<file path="src/rtl/tuner_ring_sched.sv">
// tuner_ring_sched: round-robin owner of a shared tuner search engine.
// Grants one ring at a time, triggers a search, scans the returned peak list
// for the strongest peak and commits its DAC code as that ring's lock code.
`timescale 1ns/1ps
module tuner_ring_sched #(
  parameter int NUM_CHANNEL   = 2,
  parameter int DAC_WIDTH     = 8,
  parameter int ADC_WIDTH     = 8,
  parameter int NUM_TARGET    = 4,
  parameter int TimeoutCycles = 4096
) (
  input  logic                                  i_clk,
  input  logic                                  i_rst,
  input  logic [NUM_CHANNEL-1:0]                i_req,
  output logic [NUM_CHANNEL-1:0]                o_req_ack,
  output logic [$clog2(NUM_CHANNEL)-1:0]        o_sel_ring,
  output logic                                  o_busy,
  output logic                                  o_search_trig_val,
  input  logic                                  i_search_trig_rdy,
  input  logic                                  i_search_peaks_val,
  output logic                                  o_search_peaks_rdy,
  input  logic [NUM_TARGET-1:0][DAC_WIDTH-1:0]  i_ring_tune_peaks,
  input  logic [NUM_TARGET-1:0][ADC_WIDTH-1:0]  i_pwr_peaks,
  input  logic [$clog2(NUM_TARGET):0]           i_peaks_cnt,
  output logic [NUM_CHANNEL-1:0][DAC_WIDTH-1:0] o_ring_tune_lock,
  output logic [NUM_CHANNEL-1:0]                o_lock_val,
  output logic [NUM_CHANNEL-1:0]                o_err,
  output logic [2:0]                            o_mon_state
);

  localparam int SelW = $clog2(NUM_CHANNEL);
  localparam int IdxW = (NUM_TARGET > 1) ? $clog2(NUM_TARGET) : 1;
  localparam int CntW = $clog2(NUM_TARGET) + 1;
  localparam int TmoW = $clog2(TimeoutCycles);
  localparam logic [TmoW-1:0] TmoLast  = TmoW'(TimeoutCycles - 1);
  localparam logic [IdxW-1:0] IdxLast  = IdxW'(NUM_TARGET - 1);
  localparam logic [SelW-1:0] RingLast = SelW'(NUM_CHANNEL - 1);

  typedef enum logic [2:0] {
    S_IDLE   = 3'd0,
    S_TRIG   = 3'd1,
    S_WAIT   = 3'd2,
    S_PICK   = 3'd3,
    S_COMMIT = 3'd4
  } state_e;

  state_e                                state_q;
  logic [SelW-1:0]                       rr_ptr_q;
  logic [SelW-1:0]                       sel_q;
  logic                                  busy_q;
  logic                                  trig_val_q;
  logic                                  peaks_rdy_q;
  logic [NUM_CHANNEL-1:0]                ack_q;
  logic [NUM_CHANNEL-1:0][DAC_WIDTH-1:0] lock_q;
  logic [NUM_CHANNEL-1:0]                lock_val_q;
  logic [NUM_CHANNEL-1:0]                err_q;
  logic [TmoW-1:0]                       tmo_q;
  logic [IdxW-1:0]                       idx_q;
  logic [DAC_WIDTH-1:0]                  best_code_q;
  logic [ADC_WIDTH-1:0]                  best_pwr_q;
  logic                                  have_q;
  logic                                  fail_q;

  logic [NUM_TARGET-1:0][DAC_WIDTH-1:0]  peak_code_q;
  logic [NUM_TARGET-1:0][ADC_WIDTH-1:0]  peak_pwr_q;
  logic [CntW-1:0]                       peak_cnt_q;

  logic [SelW-1:0]                       grant_idx;
  logic                                  grant_found;

  // First requesting ring at or after the round-robin pointer, with wrap.
  always_comb begin
    logic [SelW:0] cand;
    // NOTE: every combinational output gets a default before any branch so no latch is inferred.
    grant_found = 1'b0;
    grant_idx   = '0;
    cand        = '0;
    for (int k = 0; k < NUM_CHANNEL; k++) begin
      cand = {1'b0, rr_ptr_q} + (SelW+1)'(k);
      if (cand >= (SelW+1)'(NUM_CHANNEL)) cand = cand - (SelW+1)'(NUM_CHANNEL);
      if (!grant_found && i_req[cand[SelW-1:0]]) begin
        grant_found = 1'b1;
        grant_idx   = cand[SelW-1:0];
      end
    end
  end

  // Peak list capture on the peaks handshake.
  // NOTE: the peak buffer carries no reset; PICK only reads it after a capture has filled it.
  always_ff @(posedge i_clk) begin
    if (state_q == S_WAIT && i_search_peaks_val) begin
      peak_code_q <= i_ring_tune_peaks;
      peak_pwr_q  <= i_pwr_peaks;
      peak_cnt_q  <= i_peaks_cnt;
    end
  end

  // Scheduler FSM with registered handshake, status and per-ring lock outputs.
  always_ff @(posedge i_clk) begin
    // NOTE: state registers use non-blocking assignments so every read sees the pre-edge value.
    if (i_rst) begin
      state_q     <= S_IDLE;
      rr_ptr_q    <= '0;
      sel_q       <= '0;
      busy_q      <= 1'b0;
      trig_val_q  <= 1'b0;
      peaks_rdy_q <= 1'b0;
      ack_q       <= '0;
      lock_q      <= '0;
      lock_val_q  <= '0;
      err_q       <= '0;
      tmo_q       <= '0;
      idx_q       <= '0;
      best_code_q <= '0;
      best_pwr_q  <= '0;
      have_q      <= 1'b0;
      fail_q      <= 1'b0;
    end else begin
      ack_q <= '0;
      unique case (state_q)
        S_IDLE: begin
          if (grant_found) begin
            sel_q                 <= grant_idx;
            lock_val_q[grant_idx] <= 1'b0;
            fail_q                <= 1'b0;
            trig_val_q            <= 1'b1;
            busy_q                <= 1'b1;
            state_q               <= S_TRIG;
          end
        end
        S_TRIG: begin
          if (i_search_trig_rdy) begin
            trig_val_q  <= 1'b0;
            peaks_rdy_q <= 1'b1;
            tmo_q       <= '0;
            state_q     <= S_WAIT;
          end
        end
        S_WAIT: begin
          tmo_q <= tmo_q + 1'b1;
          if (i_search_peaks_val) begin
            peaks_rdy_q <= 1'b0;
            idx_q       <= '0;
            have_q      <= 1'b0;
            best_pwr_q  <= '0;
            best_code_q <= '0;
            state_q     <= S_PICK;
          end else if (tmo_q == TmoLast) begin
            // Engine never answered: flag the ring now and close out without a lock.
            peaks_rdy_q  <= 1'b0;
            fail_q       <= 1'b1;
            err_q[sel_q] <= 1'b1;
            state_q      <= S_COMMIT;
          end
        end
        S_PICK: begin
          // Strictly-greater compare keeps the lowest index on equal power.
          if ((CntW'(idx_q) < peak_cnt_q) &&
              (!have_q || (peak_pwr_q[idx_q] > best_pwr_q))) begin
            have_q      <= 1'b1;
            best_pwr_q  <= peak_pwr_q[idx_q];
            best_code_q <= peak_code_q[idx_q];
          end
          idx_q <= idx_q + 1'b1;
          if (idx_q == IdxLast) begin
            fail_q  <= (peak_cnt_q == '0);
            state_q <= S_COMMIT;
          end
        end
        S_COMMIT: begin
          if (fail_q) begin
            err_q[sel_q]      <= 1'b1;
            lock_val_q[sel_q] <= 1'b0;
          end else begin
            lock_q[sel_q]     <= best_code_q;
            lock_val_q[sel_q] <= 1'b1;
            err_q[sel_q]      <= 1'b0;
          end
          ack_q[sel_q] <= 1'b1;
          rr_ptr_q     <= (sel_q == RingLast) ? '0 : sel_q + 1'b1;
          busy_q       <= 1'b0;
          state_q      <= S_IDLE;
        end
        default: state_q <= S_IDLE;
      endcase
    end
  end

  assign o_req_ack          = ack_q;
  assign o_sel_ring         = sel_q;
  assign o_busy             = busy_q;
  assign o_search_trig_val  = trig_val_q;
  assign o_search_peaks_rdy = peaks_rdy_q;
  assign o_ring_tune_lock   = lock_q;
  assign o_lock_val         = lock_val_q;
  assign o_err              = err_q;
  assign o_mon_state        = state_q;

endmodule

</file>
<file path="config.mk">
export PLATFORM = sky130hd
export DESIGN_NAME = tuner_ring_sched
export DESIGN_NICKNAME = d
export VERILOG_FILES = /design/src/rtl/tuner_ring_sched.sv
export SDC_FILE = /design/constraint.sdc
export NUM_CORES = 1
export LEC_CHECK = 0
export ABC_AREA = 0
export CAP_MARGIN = 20
export CORE_ASPECT_RATIO = 0.9
export CORE_MARGIN = 4
export CORE_UTILIZATION = 40
export CTS_CLUSTER_SIZE = 40
export DETAILED_ROUTE_END_ITERATION = 6
export GPL_ROUTABILITY_DRIVEN = 1
export MAX_ROUTING_LAYER = met4
export PLACE_DENSITY = 0.73
export SETUP_SLACK_MARGIN = 0.1
export SLEW_MARGIN = 0
export SYNTH_ARGS = -nofsm -noshare
export SYNTH_HDL_FRONTEND = slang
export SYNTH_SLANG_ARGS = --single-unit
</file>
<file path="constraint.sdc">
create_clock -name i_clk -period 2.9 [get_ports i_clk]
set_clock_uncertainty 0.05 [all_clocks]
set_input_delay 0.58 -clock i_clk [delete_from_list [all_inputs] [get_ports i_clk]]
set_output_delay 0.58 -clock i_clk [all_outputs]
set_load 0.1 [all_outputs]
</file>
Yosys cells after proc, flatten, opt, wreduce, memory -nomap -nowiden
Index checks and enable logic that the tools add are counted.

storage, ports and cells
  bits in read-only memories = 0
  memories = 0
  output and inout bits = 29
  logic and storage cells = 154
  latch bits = 0
  input port bits = 73
  register bits = 129
  bits in writable memories = 0

operators by class
  multiplexer cells = 60
  equal/unequal tests = 14
  bitwise operators = 9
  add/sub/neg operators = 6
  $mul = 0
  order comparisons = 11
  reductions and logical operators = 28
  divide/modulo/power cells = 0
  shifts and indexed selects = 0

operator list
  kind                   count
  $mux 8                 6
  $bmux 8 s2             2
  $pmux 8 s2             2
  $mux 1                 24
  $pmux 12 s2            1
  $bwmux 16              1
  $mux 3                 5
  $add 12x1->12 const B  1
  $eq 12x12->1 const B   1
  $mux 12                1
  $mux 2                 6
  $ne 2x2->1 const B     6
  $pmux 2 s2             3
  $pmux 3 s4             1
  $reduce_and 3->1       4
  $reduce_and 2->1       5
  $reduce_bool 2->1      5
  $demux 8 s1            1
  $gt 8x8->1             1
  $lt 1x2->1 const B     4
  $pmux 1 s2             4
  $and 2x2->2            3
  $eq 3x2->1 const B     2
  $logic_not 3->1        2
  26 further kinds       37

Logic depth before layout (Yosys ltp)
  depth in word-level cells = 16
  gate-level depth with buffers = 11
  gate-level depth less buffers = 8

Worst setup path after synthesis
Ideal clock, no wire load.

  kind = flip-flop to flip-flop
  from = register state_q[1], in the netlist o_mon_state[1]
  to = register peak_cnt_q[0], enable pin
  path buffers = 0
  setup slack = -308 ps
  library setup time = 422 ps
  arrival time = 2,737 ps
  cell stages (with the launch flop) = 4
  required time = 2,428 ps
  period minus slack after synthesis = 3,208 ps
  cells stage by stage = dfxtp_1 > and2b_1 > nand2_1 > inv_1

between the ends
  word-level cells in the longest chain between the ends = 2

ends and longest elaborated chain
  what                      RTL line  source
  start: declaration        47        state_e state_q;
  start signal: assignment  102       state_q <= S_IDLE;
  start signal: assignment  128       state_q <= S_TRIG;
  start signal: assignment  136       state_q <= S_WAIT;
  $eq 3x2->1                91        if (state_q == S_WAIT && i_search_peaks_val) begin
  $logic_and 1x1->1         91
  end signal: assignment    94        peak_cnt_q <= i_peaks_cnt;
  end: declaration          66        logic [CntW-1:0] peak_cnt_q;

No other way between the ends.
A chain may end at the register's enable or synchronous reset.

Final worst setup path
  from = register idx_q[0]
  to = register best_pwr_q[1]

between the ends
  word-level cells in the longest chain between the ends = 7
  elaborated cells on any way between the ends = 10
  those cells by class = 2 x order compare; 1 x eq/ne; 4 x mux; 3 x reduce/logical

ends and longest elaborated chain
  what                          RTL line  source
  start: declaration            58        logic [IdxW-1:0] idx_q;
  start signal: assignment      164       idx_q <= idx_q + 1'b1;
  $bmux 8 s2                    159, 161
  $mux 8 (implied by the code)  159, 161
  $gt 8x8->1                    159       (!have_q || (peak_pwr_q[idx_q] > best_pwr_q))) begin
  $logic_or 1x1->1              159
  $logic_and 1x1->1             158       if ((CntW'(idx_q) < peak_cnt_q) &&
  $ne 2x2->1 (no line)          n/a
  $reduce_and 3->1 (no line)    n/a
  end signal: assignment        161       best_pwr_q <= peak_pwr_q[idx_q];
  end: declaration              60        logic [ADC_WIDTH-1:0] best_pwr_q;

Several ways; a longest one is shown, not always the timed one. The select of a mux whose other input is x is not followed.

==> flow_metrics.tcl <==
set metrics [dict create \
    gp_congestion 0.821 \
    placed_cell_area_mm2 0.00648 \
    drtIter0Drc 261 \
    crit_path_top_delay_cell "mux4_1" \
    dieArea_mm2 0.0153 \
    r2r_start "idx_q[0]" \
    rsz0062_at_grt "no" \
    critical_path_class "reg2reg" \
    synth_flop_cell "edfxtp_1" \
    final_area_mm2 0.00703 \
    grt_pass1_vias 3823 \
    clk_path_buf_depth 2 \
    area_growth_pct 31.0 \
    grt_pass1_wl_um 18900 \
    ios 102 \
    fin_crit_ns 2.64 \
    status "finished, final reports clean" \
    crit_chain "buf_4 > mux4_1 > ha_1 > nor2b_1 > o211ai_1 > a21oi_1 > o21ai_2 > buf_6 > mux2i_1" \
    synth_edf_count 67 \
    drcViolationCount 0 \
    ys_warn_count 0 \
    hpwl_um 8630 \
    clk_pin_slew_ns 0.05 \
    die_y_um 118 \
    fin_tns_setup_ns 0 \
    portBuffers 101 \
    hold_path_class "reg2reg" \
    crit_fanout 10 \
    slew_viol_final 0 \
    start_util 0.415 \
    syn-cell-area_mm2 0.00537 \
    antenna_found_initial 0 \
    max_freq_mhz 379 \
    synth-seq-cells 129 \
    setup_violations 0 \
    nNetsFinal 633 \
    viasPerCell 5.27 \
    h-tree-depth 4 \
    avgSynthCellArea_um2 12.1 \
    synthDistinctLibCells 51 \
    first_pass_iters 4 \
    startpoint "idx_q[0]" \
    hold_buffers 0 \
    p_leak_nw 2.52 \
    coreArea_mm2 0.0129 \
    synth_cells 442 \
    clock_sinks 129 \
    worst_slew_pin_slew_ns 0.914 \
    fp.dieW_um 130 \
    grtUsageTotal 0.163 \
    crit_path_end_kind "flop" \
    maxCapViolations 0 \
    crit_required_ns 3.18 \
    cp_data_arrival_time_ns 2.92 \
    avgRoutedWirePerCell_um 16.2 \
    cts-root-buf "clkbuf_16" \
    synthesis.nets 526 \
    cts_buffers 17 \
    p_per_area_mw_per_mm2 766 \
    async_flop_share 0 \
    cpPeakStageDelay_ns 0.58 \
    hold_viol 0 \
    grt_overflow 0 \
    startpoint_type "flop" \
    vias 3814 \
    hold_start "rr_ptr_q" \
    ir_drop_v 0.000442 \
    rows 39 \
    n_antenna_cell 0 \
    fin_crit_sh 0.910 \
    grt_max_degree 65 \
    antenna_left 0 \
    finalWirelength_um 11800 \
    max-slew-margin-rel 0.388 \
    clk_latency_ns 0.41 \
    cts_tree "yes" \
    drive_gt1_frac 0.161 \
    ys_seq_area_frac 0.606 \
]
[registers in the layout (all words and copies together), names as in the netlist, 2 cells and up, named ones only]
| register | count |
|---|---|
| o_ring_tune_lock | 16 |
| peak_code_q | 32 |
| tmo_q | 12 |
| best_code_q | 8 |
| idx_q | 2 |
| best_pwr_q | 8 |
| o_mon_state | 3 |
| peak_pwr_q | 32 |
| peak_cnt_q | 3 |
| o_req_ack | 2 |
[synth_stat cells (3+ instances only)]
library cell  count  area (um^2)
o21ai_0          26          130
mux4_2            9          203
a31oi_1           6         37.5
ha_1             11          138
nand2b_1         18          113
inv_1            16         60.1
clkbuf_1         13         48.8
nor2_1           27          101
nor3_1            8         40.0
a21oi_1          32          160
a311oi_1          3         26.3
mux4_1            7          184
or4_1             3         22.5
dfxtp_1          62         1240
nand3_1           9         45.0
edfxtp_1         67         2010
mux2i_1          19          190
nand2_1          49          184
nor2b_1           4         25.0
nand4_1           6         37.5
buf_2             4         20.0
nand3b_1          3         22.5
[stage by stage]
stage / utilization / setup slack (ns) / cells / total power [mW] / hold WS [ns]
6_report: 0.544 / 0.262 / 724 / 5.39 / 0.418
5_1_grt: 0.544 / 0.109 / 724 / 5.62 / 0.432
3_3_place_gp: 0.501 / 0.242 / 694 / 3.41 / 0.399
3_5_place_dp: 0.501 / 0.0979 / 694 / 3.45 / 0.405
4_1_cts: 0.544 / 0.208 / 724 / 5.42 / 0.412
2_1_floorplan: - / 0.194 / 442 / 3.12 / 0.394
[metal layers]
layer  vias up  part of all wire  GRT usage
li1       1855                 -          -
met1      1806              0.46      0.216
met2       140              0.46      0.239
met3        13             0.064     0.0472
met4         0             0.017     0.0591
met5         -                 0          -
[critical path, delay by kind of cell (launching register included)]
kind	cells	cell delay (ns)
flops	1	0.42
compound gates	3	0.48
fa+ha+maj	1	0.30
simple gates	1	0.13
buf+inv	2	0.36
mux	2	0.80
[path summary, 6_finish.rpt]
path / end / slack [ns] / cells past startpoint
worst min-delay path: rr_ptr_q / 0.42 / 2
worst max-delay path: best_pwr_q[1] / 0.26 / 9
worst min register to register: rr_ptr_q / 0.42 / 2
worst max register to register: best_pwr_q[1] / 0.26 / 9
[what timing repair did]
item	4_1_cts	5_1_grt
pin swaps	0	0
resized for setup	1	3
buffers inserted	0	0
cloned	0	0
setup endpoints to repair	1	9
[kinds of logic (layout without fill, tap and decap cells)]
group | count (synthesis) | count (layout) | share of synthesized area
compound gates | 85 | 85 | 0.0930
fa+ha+maj | 11 | 11 | 0.0256
buf+inv | 37 | 155 | 0.0317
flops | 129 | 129 | 0.606
mux | 36 | 36 | 0.110
simple gates | 144 | 144 | 0.134
[layout make-up]
cell class	instances	area, um^2
repair buffers	109	1010
inverters	16	63.8
multi-input cells	276	1950
clock inverters	13	123
flip-flops and latches	129	3260
fillers	1066	5900
clock buffers	17	425
well taps	164	205
[power by group]
group	total [mW]	leakage [nW]	internal [mW]	switching, mW
combinational	1.11	1.15	0.428	0.686
sequential	2.30	1.11	2.15	0.157
clock	1.97	0.263	1.24	0.733
[placed cells by master (no fill, tap or decap), types with 7 or more instances in the layout]
cell type,netlist,layout
inv_1,16,15
mux4_2,9,9
clkdlybuf4s50_1,0,71
a21oi_1,32,32
o21ai_0,26,25
buf_4,0,35
nand2b_1,18,18
mux2i_1,19,19
edfxtp_1,67,67
nand2_1,49,49
nand3_1,9,9
mux4_1,7,7
ha_1,11,11
dfxtp_1,62,58
clkbuf_16,0,17
nor3_1,8,8
nor2_1,27,27
No activity file was read; power rests on OpenSTA's default activity.
